**src/rtl/multicycle_ctrl.sv**
```systemverilog
// -----------------------------------------------------------------------------
// multicycle_ctrl
//   Moore-style main control FSM for the multicycle RV32I core. It sequences
//   the shared ALU, the single memory port, the register file and the PC/IR
//   write enables. It also selects the immediate format for the extender.
//   Memory accesses use a req/ready handshake. A wait counter turns a stalled
//   access into a bus error.
//
// Parameters
//   WAIT_TIMEOUT : max cycles mem_req may stay high without mem_ready
//                  (0 disables the timeout)
//   CNT_W        : wait counter width (WAIT_TIMEOUT must fit)
//
// Ports
//   clk, rst_n   : clock, synchronous active-low reset
//   instr        : instruction register contents
//   zero         : ALU zero flag (branch decision)
//   mem_ready    : memory completes the current access this cycle
//   mem_req, mem_write, adr_src        : memory port control
//   ir_write, pc_write, reg_write      : architectural state strobes
//   alu_src_a, alu_src_b, alu_op       : ALU operand / operation selects
//   result_src   : result bus select
//   extend_ctrl  : immediate format (000 I, 001 S, 010 B, 011 U, 100 J)
//   illegal      : sticky, unsupported opcode/funct3 decoded
//   bus_err      : sticky, memory wait timeout
//   state        : current FSM state (debug)
// -----------------------------------------------------------------------------
module multicycle_ctrl #(
    parameter int WAIT_TIMEOUT = 255,
    parameter int CNT_W        = 8
) (
    input  logic        clk,
    input  logic        rst_n,
    input  logic [31:0] instr,
    input  logic        zero,
    input  logic        mem_ready,
    output logic        mem_req,
    output logic        mem_write,
    output logic        adr_src,
    output logic        ir_write,
    output logic        pc_write,
    output logic        reg_write,
    output logic [1:0]  alu_src_a,
    output logic [1:0]  alu_src_b,
    output logic [1:0]  alu_op,
    output logic [1:0]  result_src,
    output logic [2:0]  extend_ctrl,
    output logic        illegal,
    output logic        bus_err,
    output logic [3:0]  state
);

    typedef enum logic [3:0] {
        S_FETCH    = 4'd0,
        S_DECODE   = 4'd1,
        S_MEMADR   = 4'd2,
        S_MEMREAD  = 4'd3,
        S_MEMWB    = 4'd4,
        S_MEMWRITE = 4'd5,
        S_EXECR    = 4'd6,
        S_EXECI    = 4'd7,
        S_ALUWB    = 4'd8,
        S_BRANCH   = 4'd9,
        S_JAL      = 4'd10,
        S_UIMM     = 4'd11,
        S_TRAP     = 4'd12
    } state_t;

    localparam logic [6:0] OP_LOAD   = 7'b0000011;
    localparam logic [6:0] OP_STORE  = 7'b0100011;
    localparam logic [6:0] OP_R      = 7'b0110011;
    localparam logic [6:0] OP_I      = 7'b0010011;
    localparam logic [6:0] OP_BRANCH = 7'b1100011;
    localparam logic [6:0] OP_JAL    = 7'b1101111;
    localparam logic [6:0] OP_LUI    = 7'b0110111;
    localparam logic [6:0] OP_AUIPC  = 7'b0010111;

    // Counter value seen on the last permitted request cycle.
    // A count of WAIT_TIMEOUT-1 plus one more stalled cycle reaches WAIT_TIMEOUT.
    localparam logic [CNT_W-1:0] LAST_WAIT =
        (WAIT_TIMEOUT == 0) ? '0 : CNT_W'(WAIT_TIMEOUT - 1);

    logic [6:0] opcode;
    logic [2:0] funct3;
    assign opcode = instr[6:0];
    assign funct3 = instr[14:12];

    // Only the opcode and funct3 fields steer the sequencer.
    logic unused_instr_bits;
    assign unused_instr_bits = &{1'b0, instr[31:15], instr[11:7]};

    state_t           state_reg, state_next;
    logic [CNT_W-1:0] wait_cnt_reg, wait_cnt_next;
    logic             illegal_reg, illegal_next;
    logic             bus_err_reg, bus_err_next;

    // Raw (pre-reset-gating) control values
    logic       mem_req_c, mem_write_c, adr_src_c;
    logic       ir_write_c, pc_write_c, reg_write_c;
    logic [1:0] alu_src_a_c, alu_src_b_c, alu_op_c, result_src_c;
    logic [2:0] extend_c;
    logic       timeout_hit;

    always_ff @(posedge clk) begin
        if (!rst_n) begin
            state_reg    <= S_FETCH;
            wait_cnt_reg <= '0;
            illegal_reg  <= 1'b0;
            bus_err_reg  <= 1'b0;
        end else begin
            state_reg    <= state_next;
            wait_cnt_reg <= wait_cnt_next;
            illegal_reg  <= illegal_next;
            bus_err_reg  <= bus_err_next;
        end
    end

    // Immediate format depends only on the opcode, in every state.
    always_comb begin
        extend_c = 3'b000;
        case (opcode)
            OP_STORE:         extend_c = 3'b001;
            OP_BRANCH:        extend_c = 3'b010;
            OP_LUI, OP_AUIPC: extend_c = 3'b011;
            OP_JAL:           extend_c = 3'b100;
            default:          extend_c = 3'b000;
        endcase
    end

    // The stall limit is reached only if this cycle is also a stalled request.
    // A mem_ready in the same cycle takes priority, because the memory states
    // test mem_ready first.
    assign timeout_hit = (WAIT_TIMEOUT != 0) && (wait_cnt_reg == LAST_WAIT);

    always_comb begin
        state_next   = state_reg;
        illegal_next = illegal_reg;
        bus_err_next = bus_err_reg;
        mem_req_c    = 1'b0;
        mem_write_c  = 1'b0;
        adr_src_c    = 1'b0;
        ir_write_c   = 1'b0;
        pc_write_c   = 1'b0;
        reg_write_c  = 1'b0;
        alu_src_a_c  = 2'b00;
        alu_src_b_c  = 2'b00;
        alu_op_c     = 2'b00;
        result_src_c = 2'b00;

        case (state_reg)
            S_FETCH: begin
                // PC + 4 is computed while the fetch is pending.
                // It is written to PC on the same cycle as the IR.
                mem_req_c    = 1'b1;
                alu_src_b_c  = 2'b10;
                result_src_c = 2'b10;
                if (mem_ready) begin
                    ir_write_c = 1'b1;
                    pc_write_c = 1'b1;
                    state_next = S_DECODE;
                end else if (timeout_hit) begin
                    bus_err_next = 1'b1;
                    state_next   = S_TRAP;
                end
            end
            S_DECODE: begin
                // Speculatively form OldPC + imm (branch/jump target) in ALUOut.
                alu_src_a_c = 2'b01;
                alu_src_b_c = 2'b01;
                case (opcode)
                    OP_LOAD, OP_STORE: state_next = S_MEMADR;
                    OP_R:              state_next = S_EXECR;
                    OP_I:              state_next = S_EXECI;
                    OP_BRANCH: begin
                        if (funct3 == 3'b000 || funct3 == 3'b001) begin
                            state_next = S_BRANCH;
                        end else begin
                            illegal_next = 1'b1;
                            state_next   = S_TRAP;
                        end
                    end
                    OP_JAL:           state_next = S_JAL;
                    OP_LUI, OP_AUIPC: state_next = S_UIMM;
                    default: begin
                        illegal_next = 1'b1;
                        state_next   = S_TRAP;
                    end
                endcase
            end
            S_MEMADR: begin
                alu_src_a_c = 2'b10;
                alu_src_b_c = 2'b01;
                state_next  = (opcode == OP_STORE) ? S_MEMWRITE : S_MEMREAD;
            end
            S_MEMREAD: begin
                mem_req_c = 1'b1;
                adr_src_c = 1'b1;
                if (mem_ready) begin
                    state_next = S_MEMWB;
                end else if (timeout_hit) begin
                    bus_err_next = 1'b1;
                    state_next   = S_TRAP;
                end
            end
            S_MEMWB: begin
                result_src_c = 2'b01;
                reg_write_c  = 1'b1;
                state_next   = S_FETCH;
            end
            S_MEMWRITE: begin
                mem_req_c   = 1'b1;
                mem_write_c = 1'b1;
                adr_src_c   = 1'b1;
                if (mem_ready) begin
                    state_next = S_FETCH;
                end else if (timeout_hit) begin
                    bus_err_next = 1'b1;
                    state_next   = S_TRAP;
                end
            end
            S_EXECR: begin
                alu_src_a_c = 2'b10;
                alu_src_b_c = 2'b00;
                alu_op_c    = 2'b10;
                state_next  = S_ALUWB;
            end
            S_EXECI: begin
                alu_src_a_c = 2'b10;
                alu_src_b_c = 2'b01;
                alu_op_c    = 2'b10;
                state_next  = S_ALUWB;
            end
            S_ALUWB: begin
                reg_write_c = 1'b1;
                state_next  = S_FETCH;
            end
            S_BRANCH: begin
                // The target already sits in ALUOut from DECODE.
                // Here the ALU only compares rs1 with rs2.
                alu_src_a_c = 2'b10;
                alu_op_c    = 2'b01;
                pc_write_c  = funct3[0] ? ~zero : zero;
                state_next  = S_FETCH;
            end
            S_JAL: begin
                // Jump to ALUOut while computing the link value OldPC + 4.
                alu_src_a_c = 2'b01;
                alu_src_b_c = 2'b10;
                pc_write_c  = 1'b1;
                state_next  = S_ALUWB;
            end
            S_UIMM: begin
                // lui uses a zero base and auipc uses OldPC.
                // instr[5] tells the two opcodes apart.
                alu_src_a_c = instr[5] ? 2'b11 : 2'b01;
                alu_src_b_c = 2'b01;
                state_next  = S_ALUWB;
            end
            S_TRAP: begin
                state_next = S_TRAP;
            end
            default: begin
                state_next = S_TRAP;
            end
        endcase
    end

    // The counter restarts on every state change and on each completed access.
    always_comb begin
        wait_cnt_next = wait_cnt_reg;
        if (state_next != state_reg || mem_ready) begin
            wait_cnt_next = '0;
        end else if (mem_req_c) begin
            wait_cnt_next = wait_cnt_reg + CNT_W'(1);
        end
    end

    // While reset is held, every strobe and select reads as zero.
    // A pending access is dropped without any write strobe.
    always_comb begin
        mem_req     = 1'b0;
        mem_write   = 1'b0;
        adr_src     = 1'b0;
        ir_write    = 1'b0;
        pc_write    = 1'b0;
        reg_write   = 1'b0;
        alu_src_a   = 2'b00;
        alu_src_b   = 2'b00;
        alu_op      = 2'b00;
        result_src  = 2'b00;
        extend_ctrl = 3'b000;
        if (rst_n) begin
            mem_req     = mem_req_c;
            mem_write   = mem_write_c;
            adr_src     = adr_src_c;
            ir_write    = ir_write_c;
            pc_write    = pc_write_c;
            reg_write   = reg_write_c;
            alu_src_a   = alu_src_a_c;
            alu_src_b   = alu_src_b_c;
            alu_op      = alu_op_c;
            result_src  = result_src_c;
            extend_ctrl = extend_c;
        end
    end

    assign illegal = illegal_reg;
    assign bus_err = bus_err_reg;
    assign state   = state_reg;

endmodule

```
**config.mk**
```make
export PLATFORM = sky130hd
export DESIGN_NAME = multicycle_ctrl
export DESIGN_NICKNAME = d
export VERILOG_FILES = /design/src/rtl/multicycle_ctrl.sv
export SDC_FILE = /design/constraint.sdc
export NUM_CORES = 1
export LEC_CHECK = 0
export ABC_AREA = 1
export CAP_MARGIN = 0
export CORE_ASPECT_RATIO = 0.6
export CORE_MARGIN = 5
export CORE_UTILIZATION = 39
export CTS_BUF_LIST = sky130_fd_sc_hd__clkbuf_2 sky130_fd_sc_hd__clkbuf_4 sky130_fd_sc_hd__clkbuf_8
export DETAILED_ROUTE_END_ITERATION = 12
export HOLD_SLACK_MARGIN = 0.06
export PLACE_DENSITY = 0.74
export SKIP_LAST_GASP = 1
export SYNTH_ARGS = -nofsm -noshare
export SYNTH_HDL_FRONTEND = slang
export SYNTH_SLANG_ARGS = --single-unit
export TNS_END_PERCENT = 100
```
**constraint.sdc**
```tcl
create_clock -name clk -period 4.1 [get_ports clk]
set_clock_uncertainty 0.15 [all_clocks]
set_input_delay 0.82 -clock clk [delete_from_list [all_inputs] [get_ports clk]]
set_output_delay 0.82 -clock clk [all_outputs]
set_load 0.01 [all_outputs]
```
### Word-level counts from Yosys, hierarchy flattened

Cells that the tools add are included.

* register bits after elaboration: 14

* reductions and logical operators: 20
* equal/unequal tests: 23
* muxes and demuxes: 35
* $add $sub $neg: 1
* bitwise operators: 4

Operator list (number)
* $pmux W4 S7: 1
* $pmux W4 S6: 1
* $eq A7 B6 Y1 const B: 3
* $eq A4 B3 Y1 const B: 4
* $eq A4 B4 Y1 const B: 4
* $mux W4: 4
* $reduce_or A2 Y1: 8
* $eq A7 B5 Y1 const B: 2
* $eq A7 B7 Y1 const B: 2
* $mux W1: 14
* $pmux W2 S2: 3
* $pmux W3 S4: 1
* $reduce_or A4 Y1: 3
* $mux W2: 5
* $mux W3: 3
* $add A8 B1 Y8 const B: 1
* $eq A4 B2 Y1 const B: 2
* $eq A8 B8 Y1 const B: 1
* $eq A7 B2 Y1 const B: 1
* $reduce_or A7 Y1: 1
* $pmux W2 S3: 1
* $reduce_and A3 Y1: 2
* $reduce_or A3 Y1: 2
* $eq A4 B1 Y1 const B: 1
* 9 further kinds: 13

### Logic depth before layout (Yosys ltp)

* word-level depth: 8
* mapped depth: 13
* mapped depth without buffers: 13

### Least setup slack after synthesis

OpenSTA, ideal clock, no wires.

* path type: input port to output port
* start point: input instr[1]
* end point: output extend_ctrl[0]
* required time: 3.130 ns
* stages on the path: 4
* path buffers: 0
* path slack: 1.693 ns
* arrival time: 1.437 ns
* path through: nand2_1 > nor2_1 > nand2_1 > a21oi_1

* longest elaborated chain between the ends: 4
* elaborated cells between the ends (all ways): 8

RTL lines
* start, declared: line 34 `input logic [31:0] instr,`
* $eq A7 B6 Y1 or $eq A7 B5 Y1 (tied branches): line 121 `case (opcode)`
* $reduce_or A2 Y1
* $pmux W3 S4 (*): line 121
* $mux W3 (*): line 292 `if (rst_n) begin`
* end, declared: line 47 `output logic [2:0] extend_ctrl,`

Mark *: on every way between the ends. The rest lies on a longest branch, timed or not.

### Worst setup path in the final report

* start point: input rst_n
* end point: output alu_src_a[1]

* longest elaborated chain between the ends: 1

RTL lines
* start, declared: line 33 `input logic rst_n,`
* $mux W2: line 292
* end, declared: line 43 `output logic [1:0] alu_src_a,`

No other way between the ends.

==> results by group <==
Clocking
  • Worst-case clock buffer depth: 2
  • Clock tree from TritonCTS: done
  • Htree depth: 1
  • Root Driver: sky130_fd_sc_hd__clkbuf_8
  • Worst-skew pair later-pin latency: 0.24 ns
  • Gates resized, CTS repair: 0
  • Post-CTS Repair Setup Buffers: 0
  • Total clock buffers created by CTS: 3
  • Number of sinks on the clock net: 14
  • Post-CTS Hold Fix Bufs: 0
  • Reg clk slew, reported paths: 0.06 ns

Setup path
  • Worst setup EP type: primary output
  • Arr. time, crit path: 2.55 ns
  • Crit-path max FO: 20
  • Critical path class: in -> out
  • Required arrival time at the worst endpoint: 3.13 ns
  • Category of the worst setup path launch point: input port

Drt
  • Antenna Violating Nets Remaining: 0
  • Total vias in the final route: 1,339
  • Routed wire length on met2: 1290 um
  • Violation count after the first detailed-route iteration: 92
  • Met3 wire len: 324 um
  • Via-per-instance ratio: 4.78
  • Routed metal-1 wire length: 1670 um
  • Wirelength, routed: 3280 um
  • Average detailed-routed wire length per instance: 11.7 um
  • Top routing layer used: met3
  • Pre-Repair DR Iteration Count: 4
  • DRC violations left: 0

Floorplan
  • Rows: 16
  • Core outline area: 0.00320 mm2
  • Floorplan die area: 0.00458 mm2
  • I/O pin cnt: 59
  • Initial core utilization: 40.1%
  • Die height: 54.5 um
  • Die Wd: 84.1 um

Logic synthesis
  • Average cell area after synthesis: 6.49 um2
  • Number of flops mapped to enable cells by yosys: 0
  • Share of synthesized flip-flops with an asynchronous set or reset: 0%
  • Cell area after synthesis: 0.00128 mm2
  • Register bit count reported by yosys: 14
  • Net Count, Synth: 236
  • Leading post-synthesis cells by cell area: sky130_fd_sc_hd__dfxtp_1 22%, sky130_fd_sc_hd__nand2_1 14%, sky130_fd_sc_hd__nor2_1 8.5%, sky130_fd_sc_hd__inv_1 7.6%, sky130_fd_sc_hd__nor3_2 6.2%
  • Share of Yosys cell area claimed by the top area cell type: 21.8%
  • Cell with the most instances after synthesis: sky130_fd_sc_hd__nand2_1
  • Synthesis Warnings: 0
  • Number of distinct standard cells referenced by the synthesized netlist: 29
  • Top post-synthesis cells by count: 48 x sky130_fd_sc_hd__nand2_1, 29 x sky130_fd_sc_hd__nor2_1, 26 x sky130_fd_sc_hd__inv_1
  • Cells after synthesis: 198
  • Share of synthesized area occupied by flip-flops and latches: 21.8%
  • Area leader, netlist: sky130_fd_sc_hd__dfxtp_1
  • Prevailing post-synth register cell: sky130_fd_sc_hd__dfxtp_1

STA
  • RSZ-0062 raised after global routing: false
  • Endpoints failing setup: 0
  • Final Critical Period: 3.52 ns
  • Final setup TNS: 0 ns
  • Final hold violation count: 0
  • Fmax: 0.284 GHz
  • Least setup slack across all paths after layout: 0.575 ns
  • Crit share post-route: 86.0%
  • Final count of pins violating max slew: 0
  • Worst slew slack as a fraction of its limit: 59.7%
  • Tightest Pin Transition: 0.604 ns

Placement
  • Detailed Place HPWL: 2710 um
  • Gp weighted congestion: 0.822
  • Worst setup slack before clock tree synthesis: 0.567 ns
  • Number of buffers inserted by port buffering: 36

GRT
  • Tot GR Track Use: 15.2%
  • Largest net degree at the start of global routing: 21
  • Wire length of the first global-routing pass: 5490 um
  • Number of antenna violations at the first check in global routing: 0
  • Number of global-route vias before repair: 1,141
  • Global route overflow: 0

Outcome
  • Status: finished clean

Cells and area
  • Flip-flop count of the largest register after layout: 8
  • Count of inserted antenna diode cells: 0
  • Sequential cell area in the final layout: 280 um2
  • Number of nets in the final layout: 274
  • Proportion of layout cells with a drive suffix above 1: 15.7%
  • Area growth, synth to finish: 35.2%
  • Area of the multi-input gates: 866 um2
  • Filler cell count: 317

Min path
  • Tightest Hold Check Type: reg -> reg

Pwr
  • Pwr per Cell Area: 321 mW/mm2
  • Maximum vdd ir drop: 0.175 mV
  • Leakage component of the power: 0.718 nW

Job
  • Max-cap violations: 0
==> layout by cell type (no fill, tap or decap) <==
cell type,n
sky130_fd_sc_hd__clkbuf_8,4
sky130_fd_sc_hd__nand3_2,2
sky130_fd_sc_hd__nor3_2,8
sky130_fd_sc_hd__a21oi_1,10
sky130_fd_sc_hd__nand3_4,3
sky130_fd_sc_hd__nand4_1,2
sky130_fd_sc_hd__nand3b_1,1
sky130_fd_sc_hd__dfxtp_1,14
sky130_fd_sc_hd__inv_2,6
sky130_fd_sc_hd__nand3b_4,1
sky130_fd_sc_hd__o21ai_0,2
sky130_fd_sc_hd__nor2_4,4
sky130_fd_sc_hd__ha_1,2
sky130_fd_sc_hd__a31oi_1,3
sky130_fd_sc_hd__o211ai_1,1
sky130_fd_sc_hd__a21oi_2,1
sky130_fd_sc_hd__a311oi_1,1
sky130_fd_sc_hd__xnor2_1,1
sky130_fd_sc_hd__xor2_1,7
sky130_fd_sc_hd__nand2_2,3
sky130_fd_sc_hd__nand2_4,2
sky130_fd_sc_hd__nor2_1,29
sky130_fd_sc_hd__nand2_1,48
sky130_fd_sc_hd__clkdlybuf4s50_1,36
sky130_fd_sc_hd__mux2i_1,1
sky130_fd_sc_hd__nor2_2,3
sky130_fd_sc_hd__nand3_1,11
sky130_fd_sc_hd__nor3_1,3
sky130_fd_sc_hd__inv_1,26
==> worst max-delay path, stage by stage <==
cell	delay, ns
sky130_fd_sc_hd__clkdlybuf4s50_1	0.58
sky130_fd_sc_hd__inv_1	0.32
sky130_fd_sc_hd__a31oi_1	0.27
sky130_fd_sc_hd__clkdlybuf4s50_1	0.57
==> power by group <==
part	leakage (nW)	total, mW	internal [mW]	switching (mW)
clock network	0.0288	0.136	0.0850	0.0511
registers	0.113	0.158	0.145	0.0133
logic	0.576	0.263	0.102	0.161
total	0.718	0.557	0.332	0.225
==> cell families after synthesis <==
group                      share of synthesized area, %
AOI/OAI and AO/OA                                  8.08
xor gates and xnor gates                           5.45
adders and majority gates                          1.95
buffers and inverters                              10.8
DFF                                                21.8
muxes                                             0.779
and+or+nand+nor                                    51.1
==> final timing paths <==
kind	from	slack, ns	endpoint	cells after the start
worst max register to register	state[1]	2.18	wait_cnt_reg[4]	8
worst max-delay path	rst_n	0.58	alu_src_a[1]	4
worst min-delay path	bus_err	0.30	bus_err	2
worst min register to register	bus_err	0.30	bus_err	2
==> metrics by stage <==
step	total power, mW	hold slack [ns]	util (%)	cells	instance area, um2
after detailed placement	0.425	0.295	52.5	276	1680
after CTS	0.565	0.305	54.3	280	1740
after floorplan	0.333	0.324	-	198	1280
final	0.557	0.299	54.3	280	1740
after global placement	0.420	0.290	52.5	276	1680
after global routing	0.599	0.342	54.3	280	1740
==> metal layers <==
layer  vias up  track usage [%]
met1       584             22.8
met4         0                0
li1        704                -
met3         0             4.66
met2        51             22.5
met5         -                0
==> final cells by class <==
class	count	share of cell area, %
Timing Repair Buffer	36	20.7
Tap cell	45	3.24
Inverter	32	6.91
Multi-Input combinational cell	149	49.8
Sequential cell	14	16.1
Clock buffer	4	3.17
Power figures use the tool's default switching activity.
